## config.mk

```make
export PLATFORM = sky130hd
export DESIGN_NAME = detection_ctrl_flat
export DESIGN_NICKNAME = d
export VERILOG_FILES = /design/src/rtl/det_pkg.sv /design/src/rtl/detection_ctrl_if.sv /design/src/rtl/win_scan_cnt.sv /design/src/rtl/detection_ctrl.sv /design/src/flat_wrapper.sv
export SDC_FILE = /design/constraint.sdc
export NUM_CORES = 1
export LEC_CHECK = 0
export CELL_PAD_IN_SITES_DETAIL_PLACEMENT = 0
export CELL_PAD_IN_SITES_GLOBAL_PLACEMENT = 1
export CORE_ASPECT_RATIO = 1.1
export CORE_MARGIN = 4
export CORE_UTILIZATION = 41
export DETAILED_ROUTE_END_ITERATION = 6
export PLACE_DENSITY = 0.81
export SLEW_MARGIN = 20
export SYNTH_ARGS = -nofsm -noshare
export SYNTH_HDL_FRONTEND = slang
export SYNTH_HIERARCHICAL = 1
export SYNTH_SLANG_ARGS = --single-unit
```

## constraint.sdc

```tcl
create_clock -name iClk -period 2.4 [get_ports iClk]
set_input_delay 0.24 -clock iClk [delete_from_list [all_inputs] [get_ports iClk]]
set_output_delay 0.24 -clock iClk [all_outputs]
set_load 0.02 [all_outputs]
```

## src/rtl/det_pkg.sv

```systemverilog
// Shared types and widths for the detection cascade sequencer.
// Imported by the scan counter, the datapath interface and the controller.
package det_pkg;

  localparam int OM_AW       = 13;
  localparam int DEF_STAGES  = 4;
  localparam int DEF_TIMEOUT = 4096;
  localparam int STAGE_W     = $clog2(DEF_STAGES);
  localparam int TO_W        = $clog2(DEF_TIMEOUT);

  localparam logic [2:0] ST_IDLE   = 3'd0;
  localparam logic [2:0] ST_LOAD   = 3'd1;
  localparam logic [2:0] ST_GEN    = 3'd2;
  localparam logic [2:0] ST_CLASS  = 3'd3;
  localparam logic [2:0] ST_DECIDE = 3'd4;
  localparam logic [2:0] ST_NEXT   = 3'd5;
  localparam logic [2:0] ST_DONE   = 3'd6;

  typedef enum logic [2:0] {
    IDLE   = ST_IDLE,
    LOAD   = ST_LOAD,
    GEN    = ST_GEN,
    CLASS  = ST_CLASS,
    DECIDE = ST_DECIDE,
    NEXT   = ST_NEXT,
    DONE   = ST_DONE
  } state_t;

  function automatic logic [OM_AW-1:0] satInc(
    input logic [OM_AW-1:0] v
  );
    return (&v) ? v : v + 1'b1;
  endfunction

endpackage

```

## src/rtl/detection_ctrl_if.sv

```systemverilog
// Strobe/status bundle between the cascade sequencer and the
// HFG / feature BRAM / ANN detection datapath.
interface detection_ctrl_if;
  import det_pkg::*;

  logic             oReady_HFG;
  logic             oRun_HFG;
  logic             oRun_ANN;
  logic [OM_AW-1:0] oAddr_OM;
  logic             iFull;
  logic             iFull_FBR;
  logic             iFinish;
  logic             iFinish_Stage;
  logic             iPass;

  modport master (
    output oReady_HFG, oRun_HFG, oRun_ANN, oAddr_OM,
    input  iFull, iFull_FBR, iFinish, iFinish_Stage, iPass
  );

  modport slave (
    input  oReady_HFG, oRun_HFG, oRun_ANN, oAddr_OM,
    output iFull, iFull_FBR, iFinish, iFinish_Stage, iPass
  );

endinterface

```

## src/rtl/win_scan_cnt.sv

```systemverilog
// Window raster scan: x/y position and linear output-memory address.
// The address is a plain incrementer so no multiplier is needed.
module win_scan_cnt
  import det_pkg::*;
#(
  parameter int WIN_COLS = 64,
  parameter int WIN_ROWS = 48
) (
  input  logic             iClk,
  input  logic             iReset_n,
  input  logic             iClear,
  input  logic             iAdvance,
  output logic [OM_AW-1:0] oAddr,
  output logic             oLast
);

  localparam int XW = (WIN_COLS > 1) ? $clog2(WIN_COLS) : 1;
  localparam int YW = (WIN_ROWS > 1) ? $clog2(WIN_ROWS) : 1;

  logic [XW-1:0] x;
  logic [YW-1:0] y;
  logic          xEnd;

  assign xEnd  = (x == XW'(WIN_COLS - 1));
  assign oLast = xEnd && (y == YW'(WIN_ROWS - 1));

  always_ff @(posedge iClk) begin
    if (!iReset_n || iClear) begin
      x     <= '0;
      y     <= '0;
      oAddr <= '0;
    end else if (iAdvance) begin
      oAddr <= oAddr + 1'b1;
      if (xEnd) begin
        x <= '0;
        y <= y + 1'b1;
      end else begin
        x <= x + 1'b1;
      end
    end
  end

endmodule

```

## src/rtl/detection_ctrl.sv

```systemverilog
// Cascade sequencer: scans every window of a frame and steps each one
// through the classifier stages, rejecting early and guarding timeouts.
module detection_ctrl
  import det_pkg::*;
#(
  parameter int WIN_COLS    = 64,
  parameter int WIN_ROWS    = 48,
  parameter int NUM_STAGES  = 4,
  parameter int TIMEOUT_CYC = 4096
) (
  input  logic             iClk,
  input  logic             iReset_n,
  input  logic             iStart,
  detection_ctrl_if.master dp,
  output logic [OM_AW-1:0] oFace_cnt,
  output logic             oBusy,
  output logic             oDone,
  output logic             oError
);

  localparam int SW = (NUM_STAGES > 1) ? $clog2(NUM_STAGES) : 1;
  localparam int TW = $clog2(TIMEOUT_CYC);

  state_t        st;
  logic [SW-1:0] stage;
  logic [TW-1:0] toCnt;
  logic          passQ;
  logic          toHit;
  logic          lastStage;
  logic          scanLast;
  logic          scanClr;
  logic          scanAdv;

  assign toHit     = (toCnt == TW'(TIMEOUT_CYC - 1));
  assign lastStage = (stage == SW'(NUM_STAGES - 1));
  assign scanClr   = (st == IDLE);
  assign scanAdv   = (st == NEXT) && !scanLast;

  win_scan_cnt #(
    .WIN_COLS (WIN_COLS),
    .WIN_ROWS (WIN_ROWS)
  ) u_scan (
    .iClk     (iClk),
    .iReset_n (iReset_n),
    .iClear   (scanClr),
    .iAdvance (scanAdv),
    .oAddr    (dp.oAddr_OM),
    .oLast    (scanLast)
  );

  always_ff @(posedge iClk) begin
    if (!iReset_n) begin
      st            <= IDLE;
      stage         <= '0;
      toCnt         <= '0;
      passQ         <= 1'b0;
      dp.oReady_HFG <= 1'b0;
      dp.oRun_HFG   <= 1'b0;
      dp.oRun_ANN   <= 1'b0;
      oFace_cnt     <= '0;
      oBusy         <= 1'b0;
      oDone         <= 1'b0;
      oError        <= 1'b0;
    end else begin
      unique case (st)
        IDLE: begin
          stage <= '0;
          if (iStart) begin
            st            <= LOAD;
            dp.oReady_HFG <= 1'b1;
            oBusy         <= 1'b1;
            oFace_cnt     <= '0;
            oError        <= 1'b0;
          end
        end
        LOAD: begin
          if (dp.iFull) begin
            st            <= GEN;
            dp.oReady_HFG <= 1'b0;
            dp.oRun_HFG   <= 1'b1;
            stage         <= '0;
            toCnt         <= '0;
          end
        end
        GEN: begin
          if (dp.iFull_FBR || dp.iFinish) begin
            st          <= CLASS;
            dp.oRun_HFG <= 1'b0;
            dp.oRun_ANN <= 1'b1;
            toCnt       <= '0;
          end else if (toHit) begin
            st          <= NEXT;
            dp.oRun_HFG <= 1'b0;
            oError      <= 1'b1;
          end else begin
            toCnt <= toCnt + 1'b1;
          end
        end
        CLASS: begin
          if (dp.iFinish_Stage) begin
            st          <= DECIDE;
            dp.oRun_ANN <= 1'b0;
            passQ       <= dp.iPass;
          end else if (toHit) begin
            st          <= NEXT;
            dp.oRun_ANN <= 1'b0;
            oError      <= 1'b1;
          end else begin
            toCnt <= toCnt + 1'b1;
          end
        end
        DECIDE: begin
          if (passQ && !lastStage) begin
            st          <= GEN;
            stage       <= stage + 1'b1;
            dp.oRun_HFG <= 1'b1;
            toCnt       <= '0;
          end else begin
            st <= NEXT;
            if (passQ) oFace_cnt <= satInc(oFace_cnt);
          end
        end
        NEXT: begin
          if (scanLast) begin
            st    <= DONE;
            oDone <= 1'b1;
          end else begin
            st            <= LOAD;
            dp.oReady_HFG <= 1'b1;
          end
        end
        DONE: begin
          st    <= IDLE;
          oDone <= 1'b0;
          oBusy <= 1'b0;
        end
        default: st <= IDLE;
      endcase
    end
  end

endmodule
```

## src/flat_wrapper.sv

```systemverilog
// flat-port wrapper written by rule: the top's interface ports become plain ports
module detection_ctrl_flat import det_pkg::*;
#(
  parameter int WIN_COLS    = 64,
  parameter int WIN_ROWS    = 48,
  parameter int NUM_STAGES  = 4,
  parameter int TIMEOUT_CYC = 4096
)
  (iClk, iReset_n, iStart, oFace_cnt, oBusy, oDone, oError, dp_oReady_HFG, dp_oRun_HFG, dp_oRun_ANN, dp_oAddr_OM, dp_iFull, dp_iFull_FBR, dp_iFinish, dp_iFinish_Stage, dp_iPass);
  detection_ctrl_if dp_i ();
  input  logic iClk;
  input  logic iReset_n;
  input  logic iStart;
  output logic [OM_AW-1:0] oFace_cnt;
  output logic oBusy;
  output logic oDone;
  output logic oError;
  output wire logic [$bits(dp_i.oReady_HFG)-1:0] dp_oReady_HFG;
  output wire logic [$bits(dp_i.oRun_HFG)-1:0] dp_oRun_HFG;
  output wire logic [$bits(dp_i.oRun_ANN)-1:0] dp_oRun_ANN;
  output wire logic [$bits(dp_i.oAddr_OM)-1:0] dp_oAddr_OM;
  input wire logic [$bits(dp_i.iFull)-1:0] dp_iFull;
  input wire logic [$bits(dp_i.iFull_FBR)-1:0] dp_iFull_FBR;
  input wire logic [$bits(dp_i.iFinish)-1:0] dp_iFinish;
  input wire logic [$bits(dp_i.iFinish_Stage)-1:0] dp_iFinish_Stage;
  input wire logic [$bits(dp_i.iPass)-1:0] dp_iPass;
  assign dp_oReady_HFG = dp_i.oReady_HFG;
  assign dp_oRun_HFG = dp_i.oRun_HFG;
  assign dp_oRun_ANN = dp_i.oRun_ANN;
  assign dp_oAddr_OM = dp_i.oAddr_OM;
  assign dp_i.iFull = dp_iFull;
  assign dp_i.iFull_FBR = dp_iFull_FBR;
  assign dp_i.iFinish = dp_iFinish;
  assign dp_i.iFinish_Stage = dp_iFinish_Stage;
  assign dp_i.iPass = dp_iPass;
  detection_ctrl #(.WIN_COLS(WIN_COLS), .WIN_ROWS(WIN_ROWS), .NUM_STAGES(NUM_STAGES), .TIMEOUT_CYC(TIMEOUT_CYC)) u_core (.iClk(iClk), .iReset_n(iReset_n), .iStart(iStart), .dp(dp_i), .oFace_cnt(oFace_cnt), .oBusy(oBusy), .oDone(oDone), .oError(oError));
endmodule
```

==> reports/qor.yml <==
timing:
  grt_setup_unrepaired: "false"
  period_share: 0.925
  fin_tns_setup_ns: 0
  worst_slew_pin_slew_ns: 0.472
  fin_skew_ns: 0.00661
  slew_violations: 0
  setup_viol: 0
  layout_min_cycle_time_ns: 2.22
  hold_viol_final: 0
  setup_slack_ns: 0.180
  relSlewSlack: 0.682
  clock.fmax_mhz: 450
synth:
  yosysSeqAreaShare: 0.395
  synthTopCellsByCount: "dfxtp_1, a21oi_1, nand2_1"
  synthDistinctLibCells: 53
  synth.most_common_cell: "dfxtp_1"
  synth_top_cell_by_area: "dfxtp_1"
  syn-instance-count: 382
  postSynth.asyncResetShare: 0
  yosys_warnings: 6
  synth_fp_nets: 396
  ys_ff_latch: 62
  yosys.area.top_type_share: 0.395
  synthTopCellsByArea: "dfxtp_1, a21oi_1, o21ai_0"
  synth_area_um2: 3140
  synth_edf_count: 0
  synth_ff_type: "dfxtp_1"
  syn_area_per_cell_um2: 8.22
cts:
  cts_tree: "done"
  cts_root_buffer: "clkbuf_8"
  cts_sinks: 62
  cts_max_path_buffers: 2
  path_clk_slew_ns: 0.07
  clock_latency_ns: 0.34
  cts_buffers: 9
  htree_num_levels: 3
floorplan:
  fp.dieArea_um2: 9120
  row_count: 33
  core_um2: 7470
  dieHeight_um: 99.8
  initial_utilization: 0.420
  die_w_um: 91.4
  ioPinCount: 40
finish:
  syn_to_final_growth_pct: 27.1
  antenna_cells: 0
  fillers: 700
  seq_area_um2: 1240
  drive_above_1_share: 0.105
  stdcell_count: 544
  stdcell_area_um2: 3990
  multiInputGateArea_um2: 1820
  nNetsFinal: 449
detailed_routing:
  routedWlPerCell_um: 14.0
  ant_nets: 0
  via_per_inst: 5.52
  dr_total_vias: 3001
  dr.pass1.iters: 5
  postRouteWirelength_um: 7630
  drc: 0
  detail_route.iter0.violations: 136
worst_setup_path:
  critical_path_arrival_ns: 2.49
  worst_path_max_delay_cell: "or4_1"
  crit_chain: "ha_1, nand4_1, nor4b_4, nor2b_1, and3_2, buf_4, nand4_2, or4_1, a21oi_1"
  crit_type: "reg -> reg"
  critical-path-max-stage-delay_ns: 0.49
  worstSetupStartpointType: "flop"
  end_kind: "flop"
  critPathTopFamily: "simple AND/OR/NAND/NOR gates"
  cp_max_fo: 4
  path_buf_inv: 1
  cp.required_ns: 2.67
global_route:
  grt_pass1_wl_um: 12800
  grt_pass1_vias: 2791
  grtUsageTotal: 0.171
  grt_max_degree: 20
  antenna_found_initial: 0
  grt_overflow: 0
place:
  gp_congestion: 0.833
  dp.cells: 529
  placed_area_um2: 3730
  hpwl_um: 5480
  port-buffer-count: 39
  pre_cts_slack_ns: 0.137
power_and_ir_drop:
  power_density_nw_per_um2: 605
  p_leak_nw: 1.33
  total_power_mw: 2.41
  peakVddDrop_uv: 393
run:
  cap_viol_max_count: 0
status:
  outcome: "completed"
min_path:
  min_path_type: "reg -> reg"
[tightest hold or removal path: cells and delay by family (launching register included)]
kind / cells / cell delay (ns)
DFF: 1 / 0.31
AOI/OAI and AO/OA: 1 / 0.06
and+or+nand+nor: 1 / 0.05
[layer usage]
layer / vias up / GRT usage / wire (um)
met5: - / 0 / 0
met4: 0 / 0.0754 / 104
met3: 8 / 0.0330 / 263
met2: 55 / 0.278 / 3700
met1: 1424 / 0.221 / 3570
li1: 1514 / - / -
[power by group]
part / leakage [nW] / total, mW / switching [mW] / internal (mW)
Clock: 0.119 / 1.11 / 0.400 / 0.711
Combinational: 0.706 / 0.248 / 0.149 / 0.0988
Sequential: 0.500 / 1.05 / 0.0106 / 1.04
[registers in the layout (all words and copies together) (netlist names)]
name,count
u_core/dp.oReady_HFG,1
u_core/dp.oRun_ANN,1
u_core/dp.oRun_HFG,1
u_core/oBusy,1
u_core/oDone,1
u_core/oError,1
u_core/oFace_cnt,13
u_core/passQ,1
u_core/st,3
u_core/stage,2
u_core/toCnt,12
u_core/u_scan/oAddr,13
u_core/u_scan/x,6
u_core/u_scan/y,6
[worst paths after layout]
path	slack [ns]	cells past startpoint	start	end
hold / removal	0.47	2	u_core/stage[1]	u_core/stage[1]
hold reg to reg	0.47	2	u_core/stage[1]	u_core/stage[1]
setup reg to reg	0.18	9	u_core/u_scan/x[0]	u_core/u_scan/y[5]
setup / recovery	0.18	9	u_core/u_scan/x[0]	u_core/u_scan/y[5]
[stage by stage]
stage	hold slack (ns)	util
floorplan	0.406	-
global placement	0.459	0.499
detailed placement	0.465	0.499
CTS	0.475	0.530
global route	0.506	0.534
finish	0.471	0.534
[cells in the final DEF (no fill, tap or decap), types with 5 or more instances in the layout]
cell type,netlist,routed
nor4_1,5,5
o21ai_0,25,24
and3_1,7,6
o31ai_1,9,9
mux2i_1,6,6
or4_1,9,9
nand3_1,16,16
nor2b_1,6,6
nor2_1,31,31
ha_1,6,6
nor3_1,7,7
a31oi_1,6,6
a21oi_1,36,36
inv_1,10,10
or3_1,9,9
xor2_1,11,11
xnor2_1,6,6
nand4_1,18,18
buf_4,0,17
dfxtp_1,62,62
clkbuf_8,0,10
nand2_1,33,33
nand2b_1,7,7
clkdlybuf4s50_1,0,39
[cell families (layout without fill, tap and decap cells)]
| logic type | after synthesis | in the layout | share of synthesized area |
|---|---|---|---|
| compound gates | 98 | 98 | 0.187 |
| xor+xnor | 17 | 17 | 0.0474 |
| fa+ha+maj | 6 | 6 | 0.0239 |
| buf+inv | 24 | 81 | 0.0315 |
| flops | 62 | 62 | 0.395 |
| mux | 6 | 6 | 0.0191 |
| simple gates | 169 | 169 | 0.296 |
[area by class of cell]
type	instances	share of cell area
Clock buffer	11	0.0354
Clock inverter	4	0.0238
Inverter	10	0.00941
Multi-Input combinational cell	296	0.457
Sequential cell	62	0.311
Tap cell	105	0.0329
Timing Repair Buffer	56	0.130
[timing repair]
action                     4_1_cts  5_1_grt
hold endpoints to repair         0        0
resized for setup                0        5
setup endpoints to repair        0       13
setup buffers                    0        0
hold buffers                     0        0
Note: power is estimated with default switching activity, not from simulation.
